[config.mk]
export PLATFORM = sky130hd
export DESIGN_NAME = uart_hex_io_handler
export DESIGN_NICKNAME = d
export VERILOG_FILES = /design/src/rtl/uart_hex_io_pkg.sv /design/src/rtl/uart_hex_tx_serializer.sv /design/src/rtl/uart_hex_io_handler.sv
export SDC_FILE = /design/constraint.sdc
export NUM_CORES = 1
export LEC_CHECK = 0
export BUFFER_PORTS_ARGS = -buffer_cell sky130_fd_sc_hd__buf_4
export CORE_MARGIN = 3
export CORE_UTILIZATION = 45
export CTS_CLUSTER_SIZE = 24
export DETAILED_ROUTE_END_ITERATION = 16
export PLACE_DENSITY = 0.75
export RECOVER_POWER = 100
export SETUP_SLACK_MARGIN = 0.1
export SLEW_MARGIN = 20
export SYNTH_ARGS = -nofsm -noshare
export SYNTH_HDL_FRONTEND = slang
export SYNTH_SLANG_ARGS = --single-unit
[constraint.sdc]
create_clock -name clk -period 8.85 [get_ports clk]
set_clock_uncertainty 0.1 [all_clocks]
set_input_delay 1.77 -clock clk [delete_from_list [all_inputs] [get_ports clk]]
set_output_delay 1.77 -clock clk [all_outputs]
set_load 0.05 [all_outputs]
[src/rtl/uart_hex_io_pkg.sv]
// Shared state encodings, character constants and hex conversion helpers for the hex framing engine.
// Build option HEX_IO_CHECKSUM_EN adds the checksum states to both FSM encodings.
package uart_hex_io_pkg;

  localparam logic [7:0] SOF_IN_CHAR  = 8'h4C;
  localparam logic [7:0] SOF_OUT_CHAR = 8'h53;
  localparam logic [7:0] CHAR_0       = 8'h30;
  localparam logic [7:0] CHAR_9       = 8'h39;
  localparam logic [7:0] CHAR_UA      = 8'h41;
  localparam logic [7:0] CHAR_UF      = 8'h46;
  localparam logic [7:0] CHAR_LA      = 8'h61;
  localparam logic [7:0] CHAR_LF      = 8'h66;

  typedef enum logic [2:0] {
    RX_IDLE, RX_COUNT, RX_COMMAND, RX_ADDRESS, RX_DATA
`ifdef HEX_IO_CHECKSUM_EN
    , RX_CSUM
`endif
  } rx_state_t;

  typedef enum logic [2:0] {
    TX_IDLE, TX_SOF, TX_STATUS, TX_ADDRESS, TX_DATA,
`ifdef HEX_IO_CHECKSUM_EN
    TX_CSUM,
`endif
    TX_DONE
  } tx_state_t;

  // Returns {valid, nibble}; both letter cases are accepted.
  function automatic logic [4:0] hex_to_nib(input logic [7:0] c);
    logic [4:0] r;
    r = 5'd0;
    if (c >= CHAR_0 && c <= CHAR_9)
      r = {1'b1, c[3:0]};
    else if ((c >= CHAR_UA && c <= CHAR_UF) || (c >= CHAR_LA && c <= CHAR_LF))
      r = {1'b1, c[3:0] + 4'd9};
    return r;
  endfunction

  function automatic logic [7:0] nib_to_hex(input logic [3:0] n);
    return (n < 4'd10) ? (CHAR_0 + {4'd0, n}) : (CHAR_UA - 8'd10 + {4'd0, n});
  endfunction

endpackage

[src/rtl/uart_hex_tx_serializer.sv]
// Outbound frame serializer: SOF, status, address and data words as upper-case hex over valid/ready.
// With HEX_IO_CHECKSUM_EN two XOR checksum characters close the frame.
module uart_hex_tx_serializer
  import uart_hex_io_pkg::*;
#(
  parameter int         DATA_WIDTH  = 32,
  parameter int         COUNT_WIDTH = 28,
  parameter logic [7:0] SOF_OUT     = SOF_OUT_CHAR
) (
  input  logic                   clk,
  input  logic                   rst,
  input  logic                   oh_en,
  input  logic [31:0]            out_status,
  input  logic [31:0]            out_address,
  input  logic [DATA_WIDTH-1:0]  out_data,
  input  logic [COUNT_WIDTH-1:0] out_data_count,
  input  logic                   tx_ready,
  output logic [7:0]             tx_byte,
  output logic                   tx_valid,
  output logic                   oh_ready,
  output logic                   oh_data_req,
  output logic                   oh_finished
);
  localparam logic [4:0] LAST_DATA = 5'(DATA_WIDTH / 4 - 1);

  tx_state_t              r_state, w_next;
  logic [4:0]             r_nib;
  logic [COUNT_WIDTH-1:0] r_cnt;
  logic [31:0]            r_status, r_addr;
  logic [DATA_WIDTH-1:0]  r_data;
  logic                   w_last, w_acc, w_start;
`ifdef HEX_IO_CHECKSUM_EN
  logic [7:0]             r_csum;
`endif

  assign w_acc   = tx_valid & tx_ready;
  assign w_start = (r_state == TX_IDLE) & oh_en;

  always_ff @(posedge clk or posedge rst) begin
    if (rst) r_state <= TX_IDLE;
    else     r_state <= w_next;
  end

  // tx_byte is derived only from registers, so it holds steady while stalled
  always_comb begin
    w_next      = r_state;
    tx_valid    = 1'b0;
    tx_byte     = 8'd0;
    oh_ready    = 1'b0;
    oh_data_req = 1'b0;
    oh_finished = 1'b0;
    w_last      = 1'b0;
    case (r_state)
      TX_IDLE: begin
        oh_ready = 1'b1;
        if (oh_en) begin
          oh_data_req = 1'b1;
          w_next      = TX_SOF;
        end
      end
      TX_SOF: begin
        tx_valid = 1'b1;
        tx_byte  = SOF_OUT;
        w_last   = 1'b1;
        if (tx_ready) w_next = TX_STATUS;
      end
      TX_STATUS: begin
        tx_valid = 1'b1;
        tx_byte  = nib_to_hex(r_status[31:28]);
        w_last   = (r_nib == 5'd7);
        if (tx_ready && w_last) w_next = TX_ADDRESS;
      end
      TX_ADDRESS: begin
        tx_valid = 1'b1;
        tx_byte  = nib_to_hex(r_addr[31:28]);
        w_last   = (r_nib == 5'd7);
        if (tx_ready && w_last) w_next = TX_DATA;
      end
      TX_DATA: begin
        tx_valid = 1'b1;
        tx_byte  = nib_to_hex(r_data[DATA_WIDTH-1 -: 4]);
        w_last   = (r_nib == LAST_DATA);
        if (tx_ready && w_last) begin
          if (r_cnt != '0) oh_data_req = 1'b1;
`ifdef HEX_IO_CHECKSUM_EN
          else             w_next = TX_CSUM;
`else
          else             w_next = TX_DONE;
`endif
        end
      end
`ifdef HEX_IO_CHECKSUM_EN
      TX_CSUM: begin
        tx_valid = 1'b1;
        tx_byte  = nib_to_hex(r_nib[0] ? r_csum[3:0] : r_csum[7:4]);
        w_last   = (r_nib == 5'd1);
        if (tx_ready && w_last) w_next = TX_DONE;
      end
`endif
      TX_DONE: begin
        oh_finished = 1'b1;
        w_next      = TX_IDLE;
      end
      default: w_next = TX_IDLE;
    endcase
  end

  always_ff @(posedge clk or posedge rst) begin
    if (rst) begin
      r_nib  <= '0;
      r_cnt  <= '0;
`ifdef HEX_IO_CHECKSUM_EN
      r_csum <= '0;
`endif
    end else if (w_start) begin
      r_nib  <= '0;
      r_cnt  <= out_data_count;
`ifdef HEX_IO_CHECKSUM_EN
      r_csum <= '0;
`endif
    end else if (w_acc) begin
      r_nib <= w_last ? 5'd0 : r_nib + 5'd1;
      if (r_state == TX_DATA && w_last && r_cnt != '0) r_cnt <= r_cnt - COUNT_WIDTH'(1);
`ifdef HEX_IO_CHECKSUM_EN
      if (r_state != TX_CSUM) r_csum <= r_csum ^ tx_byte;
`endif
    end
  end

  always_ff @(posedge clk) begin
    if (oh_data_req)                      r_data <= out_data;
    else if (w_acc && r_state == TX_DATA) r_data <= r_data << 4;
    if (w_start) begin
      r_status <= out_status;
      r_addr   <= out_address;
    end else if (w_acc) begin
      if (r_state == TX_STATUS)  r_status <= r_status << 4;
      if (r_state == TX_ADDRESS) r_addr   <= r_addr << 4;
    end
  end

endmodule

[src/rtl/uart_hex_io_handler.sv]
// ASCII-hex framing engine: decodes inbound 'L' frames into command/address/data words and serializes replies.
// HEX_IO_CHECKSUM_EN appends/validates a two-character XOR checksum on every frame.
module uart_hex_io_handler
  import uart_hex_io_pkg::*;
#(
  parameter int         DATA_WIDTH    = 32,
  parameter int         COUNT_NIBBLES = 7,
  parameter logic [7:0] SOF_IN        = SOF_IN_CHAR,
  parameter logic [7:0] SOF_OUT       = SOF_OUT_CHAR
) (
  input  logic                         clk,
  input  logic                         rst,
  input  logic [7:0]                   rx_byte,
  input  logic                         rx_valid,
  output logic [7:0]                   tx_byte,
  output logic                         tx_valid,
  input  logic                         tx_ready,
  output logic                         ih_ready,
  output logic                         ih_frame_ok,
  output logic                         ih_error,
  output logic [31:0]                  in_command,
  output logic [31:0]                  in_address,
  output logic [DATA_WIDTH-1:0]        in_data,
  output logic [4*COUNT_NIBBLES-1:0]   in_data_count,
  output logic                         oh_ready,
  input  logic                         oh_en,
  output logic                         oh_data_req,
  output logic                         oh_finished,
  input  logic [31:0]                  out_status,
  input  logic [31:0]                  out_address,
  input  logic [DATA_WIDTH-1:0]        out_data,
  input  logic [4*COUNT_NIBBLES-1:0]   out_data_count
);
  localparam int         COUNT_WIDTH = 4 * COUNT_NIBBLES;
  localparam int         SH_W0       = (DATA_WIDTH > 32) ? DATA_WIDTH : 32;
  localparam int         SH_W        = (SH_W0 > COUNT_WIDTH) ? SH_W0 : COUNT_WIDTH;
  localparam logic [4:0] LAST_COUNT  = 5'(COUNT_NIBBLES - 1);
  localparam logic [4:0] LAST_DATA   = 5'(DATA_WIDTH / 4 - 1);

  rx_state_t              r_rx_state, w_rx_next;
  logic [SH_W-1:0]        r_shift, w_shift_nx;
  logic [4:0]             r_nib;
  logic [COUNT_WIDTH-1:0] r_rem;
  logic [4:0]             w_hex;
  logic                   w_sof, w_bad, w_take, w_last;
`ifdef HEX_IO_CHECKSUM_EN
  logic [7:0]             r_csum;
`endif

  assign w_hex      = hex_to_nib(rx_byte);
  assign w_sof      = rx_valid && (rx_byte == SOF_IN);
  assign w_bad      = rx_valid && (r_rx_state != RX_IDLE) && !w_sof && !w_hex[4];
  assign w_take     = rx_valid && (r_rx_state != RX_IDLE) && !w_sof && w_hex[4];
  assign w_shift_nx = (r_shift << 4) | SH_W'(w_hex[3:0]);

  always_ff @(posedge clk or posedge rst) begin
    if (rst) r_rx_state <= RX_IDLE;
    else     r_rx_state <= w_rx_next;
  end

  always_comb begin
    w_last = 1'b0;
    case (r_rx_state)
      RX_COUNT:               w_last = (r_nib == LAST_COUNT);
      RX_COMMAND, RX_ADDRESS: w_last = (r_nib == 5'd7);
      RX_DATA:                w_last = (r_nib == LAST_DATA);
`ifdef HEX_IO_CHECKSUM_EN
      RX_CSUM:                w_last = (r_nib == 5'd1);
`endif
      default:                w_last = 1'b0;
    endcase
  end

  // SOF from any state restarts the frame; a bad hex char aborts it
  always_comb begin
    w_rx_next = r_rx_state;
    if (w_sof)
      w_rx_next = RX_COUNT;
    else if (w_bad)
      w_rx_next = RX_IDLE;
    else if (w_take && w_last) begin
      case (r_rx_state)
        RX_COUNT:   w_rx_next = RX_COMMAND;
        RX_COMMAND: w_rx_next = RX_ADDRESS;
        RX_ADDRESS: w_rx_next = RX_DATA;
        RX_DATA: begin
          if (r_rem == '0)
`ifdef HEX_IO_CHECKSUM_EN
            w_rx_next = RX_CSUM;
`else
            w_rx_next = RX_IDLE;
`endif
        end
        default:    w_rx_next = RX_IDLE;
      endcase
    end
  end

  always_ff @(posedge clk) begin
    if (w_sof)       r_shift <= '0;
    else if (w_take) r_shift <= w_shift_nx;
  end

  always_ff @(posedge clk or posedge rst) begin
    if (rst) begin
      r_nib         <= '0;
      r_rem         <= '0;
      in_command    <= '0;
      in_address    <= '0;
      in_data       <= '0;
      in_data_count <= '0;
      ih_ready      <= 1'b0;
      ih_frame_ok   <= 1'b0;
      ih_error      <= 1'b0;
`ifdef HEX_IO_CHECKSUM_EN
      r_csum        <= '0;
`endif
    end else begin
      ih_ready    <= 1'b0;
      ih_frame_ok <= 1'b0;
      ih_error    <= 1'b0;
      if (w_sof) begin
        r_nib  <= '0;
`ifdef HEX_IO_CHECKSUM_EN
        r_csum <= SOF_IN;
`endif
      end else if (w_bad) begin
        ih_error <= 1'b1;
      end else if (w_take) begin
        r_nib <= w_last ? 5'd0 : r_nib + 5'd1;
`ifdef HEX_IO_CHECKSUM_EN
        if (r_rx_state != RX_CSUM) r_csum <= r_csum ^ rx_byte;
`endif
        if (w_last) begin
          case (r_rx_state)
            RX_COUNT:   r_rem      <= w_shift_nx[COUNT_WIDTH-1:0];
            RX_COMMAND: in_command <= w_shift_nx[31:0];
            RX_ADDRESS: in_address <= w_shift_nx[31:0];
            RX_DATA: begin
              in_data       <= w_shift_nx[DATA_WIDTH-1:0];
              in_data_count <= r_rem;
              ih_ready      <= 1'b1;
              if (r_rem != '0) r_rem <= r_rem - COUNT_WIDTH'(1);
`ifndef HEX_IO_CHECKSUM_EN
              if (r_rem == '0) ih_frame_ok <= 1'b1;
`endif
            end
`ifdef HEX_IO_CHECKSUM_EN
            RX_CSUM: begin
              if ({r_shift[3:0], w_hex[3:0]} == r_csum) ih_frame_ok <= 1'b1;
              else                                      ih_error    <= 1'b1;
            end
`endif
            default: ;
          endcase
        end
      end
    end
  end

  uart_hex_tx_serializer #(
    .DATA_WIDTH  (DATA_WIDTH),
    .COUNT_WIDTH (COUNT_WIDTH),
    .SOF_OUT     (SOF_OUT)
  ) u_tx (
    .clk            (clk),
    .rst            (rst),
    .oh_en          (oh_en),
    .out_status     (out_status),
    .out_address    (out_address),
    .out_data       (out_data),
    .out_data_count (out_data_count),
    .tx_ready       (tx_ready),
    .tx_byte        (tx_byte),
    .tx_valid       (tx_valid),
    .oh_ready       (oh_ready),
    .oh_data_req    (oh_data_req),
    .oh_finished    (oh_finished)
  );

endmodule
### Yosys cells after proc, flatten, opt, wreduce, memory -nomap -nowiden

Cells that the tools add are included.

* $lt $le $gt $ge: 9
* bitwise logic cells: 5
* add/subtract/negate cells: 11
* equality and inequality tests: 22
* multiplexer cells: 60
* reductions and logical operators: 42

Operators with widths (count)
* 32-bit two-way mux: 8
* 28-bit two-way mux: 4
* 28-bit one-hot mux with 2 select lines: 1
* 28-bit nonzero test: 2
* 28-bit by 1-bit subtractor with 28-bit output (second input constant): 2
* 5-bit two-way mux: 9
* 6-bit by 4-bit adder with 7-bit output (first input constant): 6
* 32-bit by 4-bit bitwise OR with 32-bit output: 1
* 8-bit one-hot mux with 4 select lines: 1
* 3-bit two-way mux: 10
* 28-bit zero test: 1
* 8-bit two-way mux: 3
* 1-bit two-way mux: 19
* 8-bit by 7-bit >= comparator with 1-bit output (second input constant): 2
* 8-bit by 7-bit less-or-equal comparator with 1-bit output (second input constant): 2
* 5-bit by 3-bit == test with 1-bit output (second input constant): 3
* 3-bit one-hot mux with 5 select lines: 1
* 5-bit AND reduction: 3
* 2-bit nonzero test: 7
* 1-bit logical AND: 13
* 3-bit by 2-bit == test with 1-bit output (second input constant): 4
* 4-bit < comparator (second input constant): 3
* 3-bit one-hot mux with 4 select lines: 1
* 6-bit AND reduction: 2
* 20 further kinds: 41

* output and inout bits: 139
* flip-flop bits (word level): 323
* input bits: 137

### Logic depth before layout (Yosys ltp)

Gate-level depths: netlist of run 1.

* depth in word-level cells: 10
* gate-level depth with buffers: 10
* gate-level depth less buffers: 7

### Modules after synthesis

From an unflattened synthesis of run 1, not the netlist that was laid out.

* cell total of the unflattened synthesis: 1313
* area total of the unflattened synthesis: 15045.7 sq um

By module, submodules not included
* uart_hex_io_handler: times used 1, cells an instance 663, area each 8270.4 sq um
* uart_hex_tx_serializer: times used 1, cells an instance 650, area each 6775.2 sq um

### Worst setup path after synthesis of run 1

OpenSTA, ideal clock, no wires.

* path kind: in2reg
* start: input port tx_ready
* end: register u_tx.r_status[0], enable pin
* arrival time: 4.500 ns
* path buffers: 1
* stages on the path: 3
* setup time: 0.470 ns
* setup slack: 3.780 ns
* path through: clkbuf_1 nand2_1 a21boi_0

* word-level cells in the longest chain between the ends: 3

RTL lines
* start: declaration: RTL line uart_hex_io_handler.sv:17 `input logic tx_ready,`
* 1-bit bitwise AND: RTL line uart_hex_tx_serializer.sv:36 `assign w_acc = tx_valid & tx_ready;`
* 2-bit nonzero test (no line)
* 2-bit AND reduction (no line)
* end signal: assignment: RTL line uart_hex_tx_serializer.sv:134 `r_status <= out_status;`
* end signal: assignment: RTL line uart_hex_tx_serializer.sv:137 `if (r_state == TX_STATUS) r_status <= r_status << 4;`
* end: declaration: RTL line uart_hex_tx_serializer.sv:29 `logic [31:0] r_status, r_addr;`

No other way between the ends.
A chain may end at the register's enable or synchronous reset.

### Worst setup path after layout of run 1

* start: input port oh_en
* end: output port oh_data_req

* word-level cells in the longest chain between the ends: 2

RTL lines
* start: declaration: RTL line uart_hex_io_handler.sv:26 `input logic oh_en,`
* 1-bit two-way mux: RTL line uart_hex_tx_serializer.sv:56 `if (oh_en) begin`
* 1-bit one-hot mux with 2 select lines: RTL line uart_hex_tx_serializer.sv:53 `case (r_state)`
* end: declaration: RTL line uart_hex_io_handler.sv:27 `output logic oh_data_req,`

No other way between the ends.

==> results.json, run 1 <==
{
  "synth_xor_area_share_pct": 0.402,
  "final-max-slew-violation-count": 473,
  "cellPowerDensity_mw_per_mm2": 227,
  "clkLatencyLatePin_ns": 0.52,
  "cp_slowest_cell": "clkbuf_1",
  "drtAntennaViolNets": 0,
  "setup_total_negative_slack_ns": 0,
  "critical_path.cell_chain": "clkbuf_1 -> or4b_4 -> nand2_1 -> clkbuf_1 -> clkbuf_1",
  "yosys_top_cell_by_area": "dfrtp_1",
  "number_of_hold_slack_violations_in_the_final_timing_report": 0,
  "postSynthCellCount": 1429,
  "synth_seq_area_share_pct": 55.2,
  "ctsLongestPathBuffers": 3,
  "cts_tree": "yes",
  "nNetsFinal": 1815,
  "floorplan.core_area_mm2": 0.0329,
  "synth_top_family_by_area": "simple AND/OR/NAND/NOR gates",
  "worst_setup_path_start_kind": "primary input",
  "floorplan.die_area_mm2": 0.0362,
  "compound_gate_portion_of_the_synthesized_area_pct": 11.4,
  "cts_root_buffer": "clkbuf_16",
  "ys_dominant_reg_cell": "dfrtp_1",
  "worstPathArrival_ns": 4.87,
  "grt_use_total_pct": 21.3,
  "max_stage_delay_ns": 1.21,
  "maximum_level_of_the_cts_h_tree": 2,
  "setup_violations": 0,
  "max_freq_ghz": 0.148,
  "outcome": "finished with violations",
  "rsz0062_at_grt": "no",
  "timing.critical_path.to_type": "primary output",
  "final_layout_size_suffix_gt1_share_pct": 22.4,
  "fin_hold_ws_ns": 0.385,
  "io_buffer_count": 274,
  "mostFrequentLayoutCells": "nand2_1, dfrtp_1, clkbuf_1",
  "worstHoldPathType": "flip-flop to flip-flop",
  "synth-async-reset-ratio_pct": 61.6,
  "grt_max_degree": 122,
  "route.detailed.drc": 0,
  "avgSynthCellArea_um2": 10.7,
  "initial_utilization_pct": 46.3,
  "synthDistinctLibCells": 82,
  "wl_um": 40000,
  "cts_repair_resize_count": 0,
  "numCtsBuffers": 36,
  "boundaryPins": 276,
  "cts_post_setup_buffers_inserted": 0,
  "post_synth_instance_area_mm2": 0.0153,
  "via_per_inst": 5.67,
  "period_minus_slack_ns": 6.74,
  "vias": 12121,
  "layout.cells.most_common": "nand2_1",
  "critPathRequiredTime_ns": 6.98,
  "worst_slew_margin_rel_pct": -259,
  "syn_to_final_growth_pct": 19.0,
  "detail_route.first_pass.iterations": 5,
  "total_leakage_power_nw": 7.74,
  "yosysWarningCount": 0,
  "synth_adder_area_share_pct": 0.901,
  "failing_checks": "max-capacitance violations, max-slew violations",
  "number_of_antenna_violations_at_the_first_check_in_global_routing": 1,
  "setup.worst_path.class": "primary input to primary output",
  "worstMarginPinSlew_ns": 5.36,
  "yosysTopAreaCellShare_pct": 32.6,
  "edff_count_synth": 96,
  "postCtsHoldBufs": 0,
  "critical_path.most_common_cell": "clkbuf_1",
  "detail_route.wl_per_cell_um": 18.7,
  "first_global_vias": 11665,
  "synth.area.mux_share_pct": 11.6,
  "synthesized_flop_and_latch_total": 323,
  "grt_remaining_overflow": 0,
  "dp_hpwl_um": 27200,
  "first_iter_violations": 969,
  "die_w_um": 190,
  "clock-sinks": 323,
  "utilization_pct": 55.1,
  "grt_pass1_wl_um": 62200,
  "max_cap_viol_count": 11,
  "rows": 66,
  "ir_drop_v": 0.000169,
  "post_synth_main_area_contributors": "dfrtp_1, edfxtp_1, mux2_2",
  "synth_nets": 1577,
  "post-route-period-util_pct": 76.2,
  "clk_pin_slew_ns": 0.06,
  "globalplace.congestion": 0.840,
  "yosys.area_share.simple_pct": 17.1,
  "critical_path.max_fanout": 94,
  "die_height_um": 190
}
==> worst max-delay path, delay by kind of cell <==
family	cells	cell delay, ns
buf+inv	3	1.86
simple gates	2	1.19
==> state kept, by name, indices dropped and copies added, names as in the netlist, 28 cells and up <==
signal	cells
in_data	32
in_address	32
u_tx.r_data	32
r_rem	28
u_tx.r_addr	32
in_command	32
in_data_count	28
r_shift	28
u_tx.r_cnt	28
u_tx.r_status	32
==> cells in the mapped netlist, types with 12 or more instances <==
master    number
dfrtp_1      199
and2_1        16
inv_1         25
nand3_1       26
a31o_2        12
o31ai_1       12
nor3_1        43
clkbuf_1      46
o21ai_0       45
or3_1         14
nor2_1        73
mux2_2       151
a31oi_1       36
nand2_1      276
dfxtp_1       28
a21oi_1       79
edfxtp_1      96
buf_2         24
nor4_1        15
==> kinds of logic after synthesis <==
kind of cell	count (synthesis)
simple gates	548
mux	158
compound gates	266
other cells	1
flops	323
xor+xnor	7
fa+ha+maj	11
buf+inv	115
==> path summary, 6_finish.rpt <==
kind / cells after the start / slack [ns] / end / start
worst max register to register: 5 / 3.20 / u_tx.r_cnt[16] / u_tx.r_state[1]
worst min-delay path: 1 / 0.39 / u_tx.r_cnt[23] / u_tx.r_cnt[23]
max in group asynchronous: 3 / 3.13 / r_rem[11] / rst
worst max-delay path: 5 / 2.11 / oh_data_req / oh_en
min in group asynchronous: 2 / 2.81 / u_tx.r_cnt[9] / rst
worst min register to register: 1 / 0.39 / u_tx.r_cnt[23] / u_tx.r_cnt[23]
==> through the flow <==
step	cell area (um^2)	setup WS [ns]	std cells	total power, mW
floorplan	15300	1.55	1429	2.46
global placement	17600	3.22	2069	2.68
detailed placement	17600	3.23	2069	2.71
CTS	18800	3.23	2134	4.19
global route	18200	1.82	2136	4.32
finish	18200	2.11	2137	4.13
==> routing by layer <==
layer,global-route usage (%),vias up,part of all wire (%)
met1,28.4,5936,42
met2,34.4,453,47
met5,0,-,0.033
met3,5.05,75,8.3
li1,-,5655,-
met4,6.92,2,2.9
==> area by class of cell <==
| type | instances | area (um^2) |
|---|---|---|
| antenna | 1 | 2.50 |
| clock buffer | 49 | 1040 |
| clock inverter | 16 | 124 |
| fill | 2961 | 14800 |
| inverter | 25 | 95.1 |
| multi-input combinational | 991 | 6310 |
| sequential | 323 | 8420 |
| tap | 442 | 553 |
| timing repair buffer | 290 | 1620 |
==> power by group <==
| group | total [mW] | switching [mW] | internal, mW |
|---|---|---|---|
| logic | 0.726 | 0.458 | 0.268 |
| clock network | 1.47 | 0.611 | 0.861 |
| registers | 1.93 | 0.154 | 1.78 |
| total | 4.13 | 1.22 | 2.91 |
Power figures use the tool's default switching activity.
==> run 2, diff against run 1 <==
Settings changed: PLACE_DENSITY 0.75 to 0.77.
Clock period 8.85 ns to 5.4 ns, I/O delays scaled along.
==> results.json, run 2 (same netlist as run 1, synthesis figures left out) <==
{
  "outcome": "finished with violations",
  "failing_checks": "max-capacitance violations, max-slew violations",
  "timing.reg2reg.worst_path_depth": 4,
  "first_iter_violations": 1093,
  "clock-sinks": 323,
  "drtAntennaViolNets": 0,
  "utilization_pct": 55.3,
  "worst_slew_margin_rel_pct": -96.1,
  "globalplace.congestion": 0.864,
  "worstHoldPathType": "flip-flop to flip-flop",
  "nNetsFinal": 1821,
  "clk_pin_slew_ns": 0.06,
  "worst_r2r_endpoint": "u_tx.r_data[12]",
  "power_report.internal_total_mw": 4.77,
  "floorplan.core_area_mm2": 0.0329,
  "critPathRequiredTime_ns": 5.70,
  "critical_path.max_fanout": 50,
  "numCtsBuffers": 36,
  "maximum_level_of_the_cts_h_tree": 2,
  "first_global_vias": 11719,
  "max_freq_ghz": 0.216,
  "route.detailed.drc": 0,
  "p_comb_share_pct": 17.9,
  "number_of_hold_slack_violations_in_the_final_timing_report": 0,
  "holdCritStartpoint": "u_tx.r_cnt[23]",
  "mostFrequentLayoutCells": "nand2_1, dfrtp_1, clkbuf_1",
  "via_per_inst": 5.65,
  "cts_root_buffer": "clkbuf_16",
  "timing.critical_path.to_type": "flip-flop",
  "grt_pass1_wl_um": 62700,
  "detail_route.first_pass.iterations": 5,
  "period_minus_slack_ns": 4.64,
  "final-max-slew-violation-count": 584,
  "worstMarginPinSlew_ns": 2.94,
  "postCtsHoldBufs": 0,
  "multi_input_area_mm2": 0.00631,
  "cellPowerDensity_mw_per_mm2": 371,
  "dp_hpwl_um": 27400,
  "switching_share_pct": 29.4,
  "io_buffer_count": 274,
  "grt_remaining_overflow": 0,
  "vias": 12108,
  "fin_hold_ws_ns": 0.392,
  "cts_tree": "yes",
  "grt_max_degree": 200,
  "initial_utilization_pct": 46.3,
  "worst_setup_path_start_kind": "primary input",
  "seq_power_share_pct": 46.4,
  "critPathCapture": "r_rem[22]",
  "layout.cells.most_common": "nand2_1",
  "syn_to_final_growth_pct": 19.3,
  "cp-startpoint": "rx_byte[7]",
  "setup_total_negative_slack_ns": 0,
  "setup_violations": 0,
  "antenna-diode-count": 0,
  "detail_route.wl_per_cell_um": 18.6,
  "worstPathArrival_ns": 4.94,
  "crit-reg2reg-launch": "u_tx.r_state[1]",
  "floorplan.die_area_mm2": 0.0362,
  "dp_worst_setup_slack_ns": 1.48,
  "grt_use_total_pct": 21.3,
  "rsz0062_at_grt": "no",
  "final.setup.worst_slack_ns": 0.764,
  "final_layout_size_suffix_gt1_share_pct": 22.5,
  "rows": 66,
  "power_switching_mw": 1.99,
  "ir_drop_v": 0.000285,
  "setup.worst_path.class": "primary input to flip-flop",
  "rrSetupSlack_ns": 1.15,
  "number_of_antenna_violations_at_the_first_check_in_global_routing": 0,
  "max_cap_viol_count": 13,
  "total_leakage_power_nw": 7.76,
  "wl_um": 39800,
  "post-route-period-util_pct": 85.9,
  "cts_post_setup_buffers_inserted": 0,
  "die_w_um": 190,
  "fillCellCount": 2894,
  "ctsLongestPathBuffers": 3,
  "clock_share_of_power_pct": 35.7,
  "regArea_mm2": 0.00842,
  "clkLatencyLatePin_ns": 0.53,
  "boundaryPins": 276,
  "die_height_um": 190,
  "cts_repair_resize_count": 0
}
-- run 2: cell count changes in the layout (fill, tap and decap cells not counted), moves of 2 or more --
cell,change
clkbuf_2,+3
clkbuf_8,-3
clkinv_2,+2
clkinvlp_4,+2
-- run 2: critical path: stages --
cell,delay [ns]
clkbuf_4,0.11
nand4bb_1,0.42
o21ai_0,0.53
and4_1,0.54
clkbuf_1,1.68
o211ai_1,0.25
a22oi_1,0.28
-- run 2: per-layer routing --
metal / vias to the layer above / GRT usage (%) / part of all wire [%]
li1: 5674 / - / -
met1: 5914 / 27.5 / 40
met2: 450 / 35.8 / 50
met3: 70 / 4.99 / 8.0
met4: 0 / 6.75 / 2.5
met5: - / 0 / 0
-- run 2: power groups by stage --
stage / combinational [mW] / sequential [mW] / clock, mW
detailed placement: 1.26 / 3.17 / 0
global route: 1.36 / 3.18 / 2.57
floorplan: 0.924 / 3.10 / 0
global placement: 1.23 / 3.15 / 0
CTS: 1.27 / 3.12 / 2.46
finish: 1.21 / 3.14 / 2.41
-- run 2: worst min path at each step --
stage	to	slack, ns	cells after the start
3_3_place_gp	u_tx.r_cnt[23]	0.37	1
2_1_floorplan	u_tx.r_cnt[23]	0.35	1
6_report	u_tx.r_cnt[23]	0.39	1
5_1_grt	u_tx.r_cnt[23]	0.40	1
4_1_cts	u_tx.r_cnt[23]	0.39	1
3_5_place_dp	u_tx.r_cnt[23]	0.37	1
-- run 2: final cells by class --
type                    count  share of cell area, %
clock buffers              45                   5.48
clock inverters            20                  0.962
inverters                  25                  0.522
multi-input cells         991                   34.6
flip-flops and latches    323                   46.3
well taps                 442                   3.04
repair buffers            296                   9.12
-- run 2: through the flow --
step	power [mW]	std cells	instance area, um^2
after global placement	4.38	2076	17700
after floorplan	4.03	1429	15300
after global routing	7.10	2142	18200
after CTS	6.85	2141	18800
after detailed placement	4.43	2076	17700
final	6.76	2142	18200
==> run 3, diff against run 2 <==
Settings changed: PLACE_DENSITY 0.77 to 0.69.
==> results.json, run 3 (same netlist as run 1, synthesis figures left out) <==
{
  "clock-sinks": 323,
  "worst_slew_margin_rel_pct": -82.3,
  "grt_pass1_wl_um": 63100,
  "max_cap_viol_count": 10,
  "first_iter_violations": 879,
  "timing.critical_path.to_type": "primary output",
  "cts_repair_resize_count": 0,
  "grt_use_total_pct": 21.4,
  "timing.reg2reg.worst_path_depth": 5,
  "ir_drop_v": 0.000224,
  "outcome": "finished with violations",
  "grt_max_degree": 105,
  "critPathCapture": "oh_data_req",
  "wl_um": 39200,
  "worst_r2r_endpoint": "u_tx.r_cnt[4]",
  "fin_hold_ws_ns": 0.380,
  "nNetsFinal": 1820,
  "setup_total_negative_slack_ns": 0,
  "postCtsHoldBufs": 0,
  "rows": 66,
  "max_freq_ghz": 0.222,
  "worstHoldPathType": "flip-flop to flip-flop",
  "first_global_vias": 11732,
  "placed_cells": 2075,
  "rsz0062_at_grt": "no",
  "grt_remaining_overflow": 0,
  "clkLatencyLatePin_ns": 0.50,
  "cts_root_buffer": "clkbuf_16",
  "numCtsBuffers": 36,
  "rrSetupSlack_ns": 1.00,
  "worstPathArrival_ns": 3.32,
  "cts_post_setup_buffers_inserted": 0,
  "initial_utilization_pct": 46.3,
  "report.power.total_mw": 6.79,
  "placedInstanceArea_mm2": 0.0177,
  "post-route-period-util_pct": 83.3,
  "ctsLongestPathBuffers": 3,
  "route.detailed.drc": 0,
  "critical_path.max_fanout": 19,
  "failing_checks": "max-capacitance violations, max-slew violations",
  "via_per_inst": 5.53,
  "final_area_mm2": 0.0183,
  "vias": 11825,
  "worstMarginPinSlew_ns": 2.73,
  "worst_setup_path_start_kind": "flip-flop",
  "antenna-diode-count": 0,
  "fin_cells": 2139,
  "setup_violations": 0,
  "clk_pin_slew_ns": 0.06,
  "mostFrequentLayoutCells": "nand2_1, dfrtp_1, clkbuf_1",
  "final-max-slew-violation-count": 349,
  "globalplace.congestion": 0.843,
  "floorplan.core_area_mm2": 0.0329,
  "detail_route.wl_per_cell_um": 18.3,
  "number_of_antenna_violations_at_the_first_check_in_global_routing": 0,
  "critPathRequiredTime_ns": 4.22,
  "die_height_um": 190,
  "layout.cells.most_common": "nand2_1",
  "dp_worst_setup_slack_ns": 1.36,
  "setup.worst_path.class": "flip-flop to primary output",
  "drtAntennaViolNets": 0,
  "syn_to_final_growth_pct": 19.5,
  "cellPowerDensity_mw_per_mm2": 372,
  "cts_tree": "yes",
  "floorplan.die_area_mm2": 0.0362,
  "final_layout_size_suffix_gt1_share_pct": 22.8,
  "total_leakage_power_nw": 7.80,
  "number_of_hold_slack_violations_in_the_final_timing_report": 0,
  "detail_route.first_pass.iterations": 6,
  "die_w_um": 190,
  "crit-reg2reg-launch": "u_tx.r_state[2]",
  "cp-startpoint": "u_tx.r_state[2]",
  "io_buffer_count": 274,
  "boundaryPins": 276,
  "maximum_level_of_the_cts_h_tree": 2,
  "final.setup.worst_slack_ns": 0.900,
  "dp_hpwl_um": 27100,
  "period_minus_slack_ns": 4.50,
  "utilization_pct": 55.4
}
[run 3: cell count changes in the layout (fill, tap and decap cells not counted), sizes merged]
cell      previous run  this run
clkinvlp             5         2
inv                 26        24
clkbuf             201       199
buf                140       145
clkinv              12        10
bufinv               2         3
[run 3: how the worst min path moves through the flow]
stage                   start        endpoint  slack (ns)  cells past startpoint
6_report       u_tx.r_cnt[23]  u_tx.r_cnt[23]        0.38                      1
5_1_grt        u_tx.r_cnt[23]  u_tx.r_cnt[23]        0.40                      1
4_1_cts        u_tx.r_cnt[23]  u_tx.r_cnt[23]        0.38                      1
3_5_place_dp   u_tx.r_cnt[23]  u_tx.r_cnt[23]        0.37                      1
3_3_place_gp   u_tx.r_cnt[23]  u_tx.r_cnt[23]        0.36                      1
2_1_floorplan  u_tx.r_cnt[23]  u_tx.r_cnt[23]        0.35                      1
[run 3: area by class of cell]
cell class              count  area [um^2]
clock buffers              49         1040
fillers                  3011        14700
multi-input cells         991         6310
flip-flops and latches    323         8420
well taps                 442          553
repair buffers            295         1690
clock inverters            14          146
inverters                  25         95.1
[run 3: routing by layer]
layer	up-vias	part of all wire (%)	wire [um]	GRT usage, %
met5	-	0	0	0
met4	0	2.0	780	5.08
met3	57	7.5	2930	5.40
met2	342	48	18800	35.6
met1	5761	43	16700	28.5
li1	5665	-	-	-
[run 3: report_power, final]
part | switching, mW | internal (mW)
clock network | 0.958 | 1.49
registers | 0.246 | 2.92
logic | 0.741 | 0.437
total | 1.95 | 4.85
[run 3: worst max-delay path, stage by stage (launching register included)]
cell and delay, ns:
dfrtp_1 0.71, nor3b_1 0.82, and3_1 0.41, o31ai_1 0.17, nand2_1 0.12, clkbuf_1 0.58
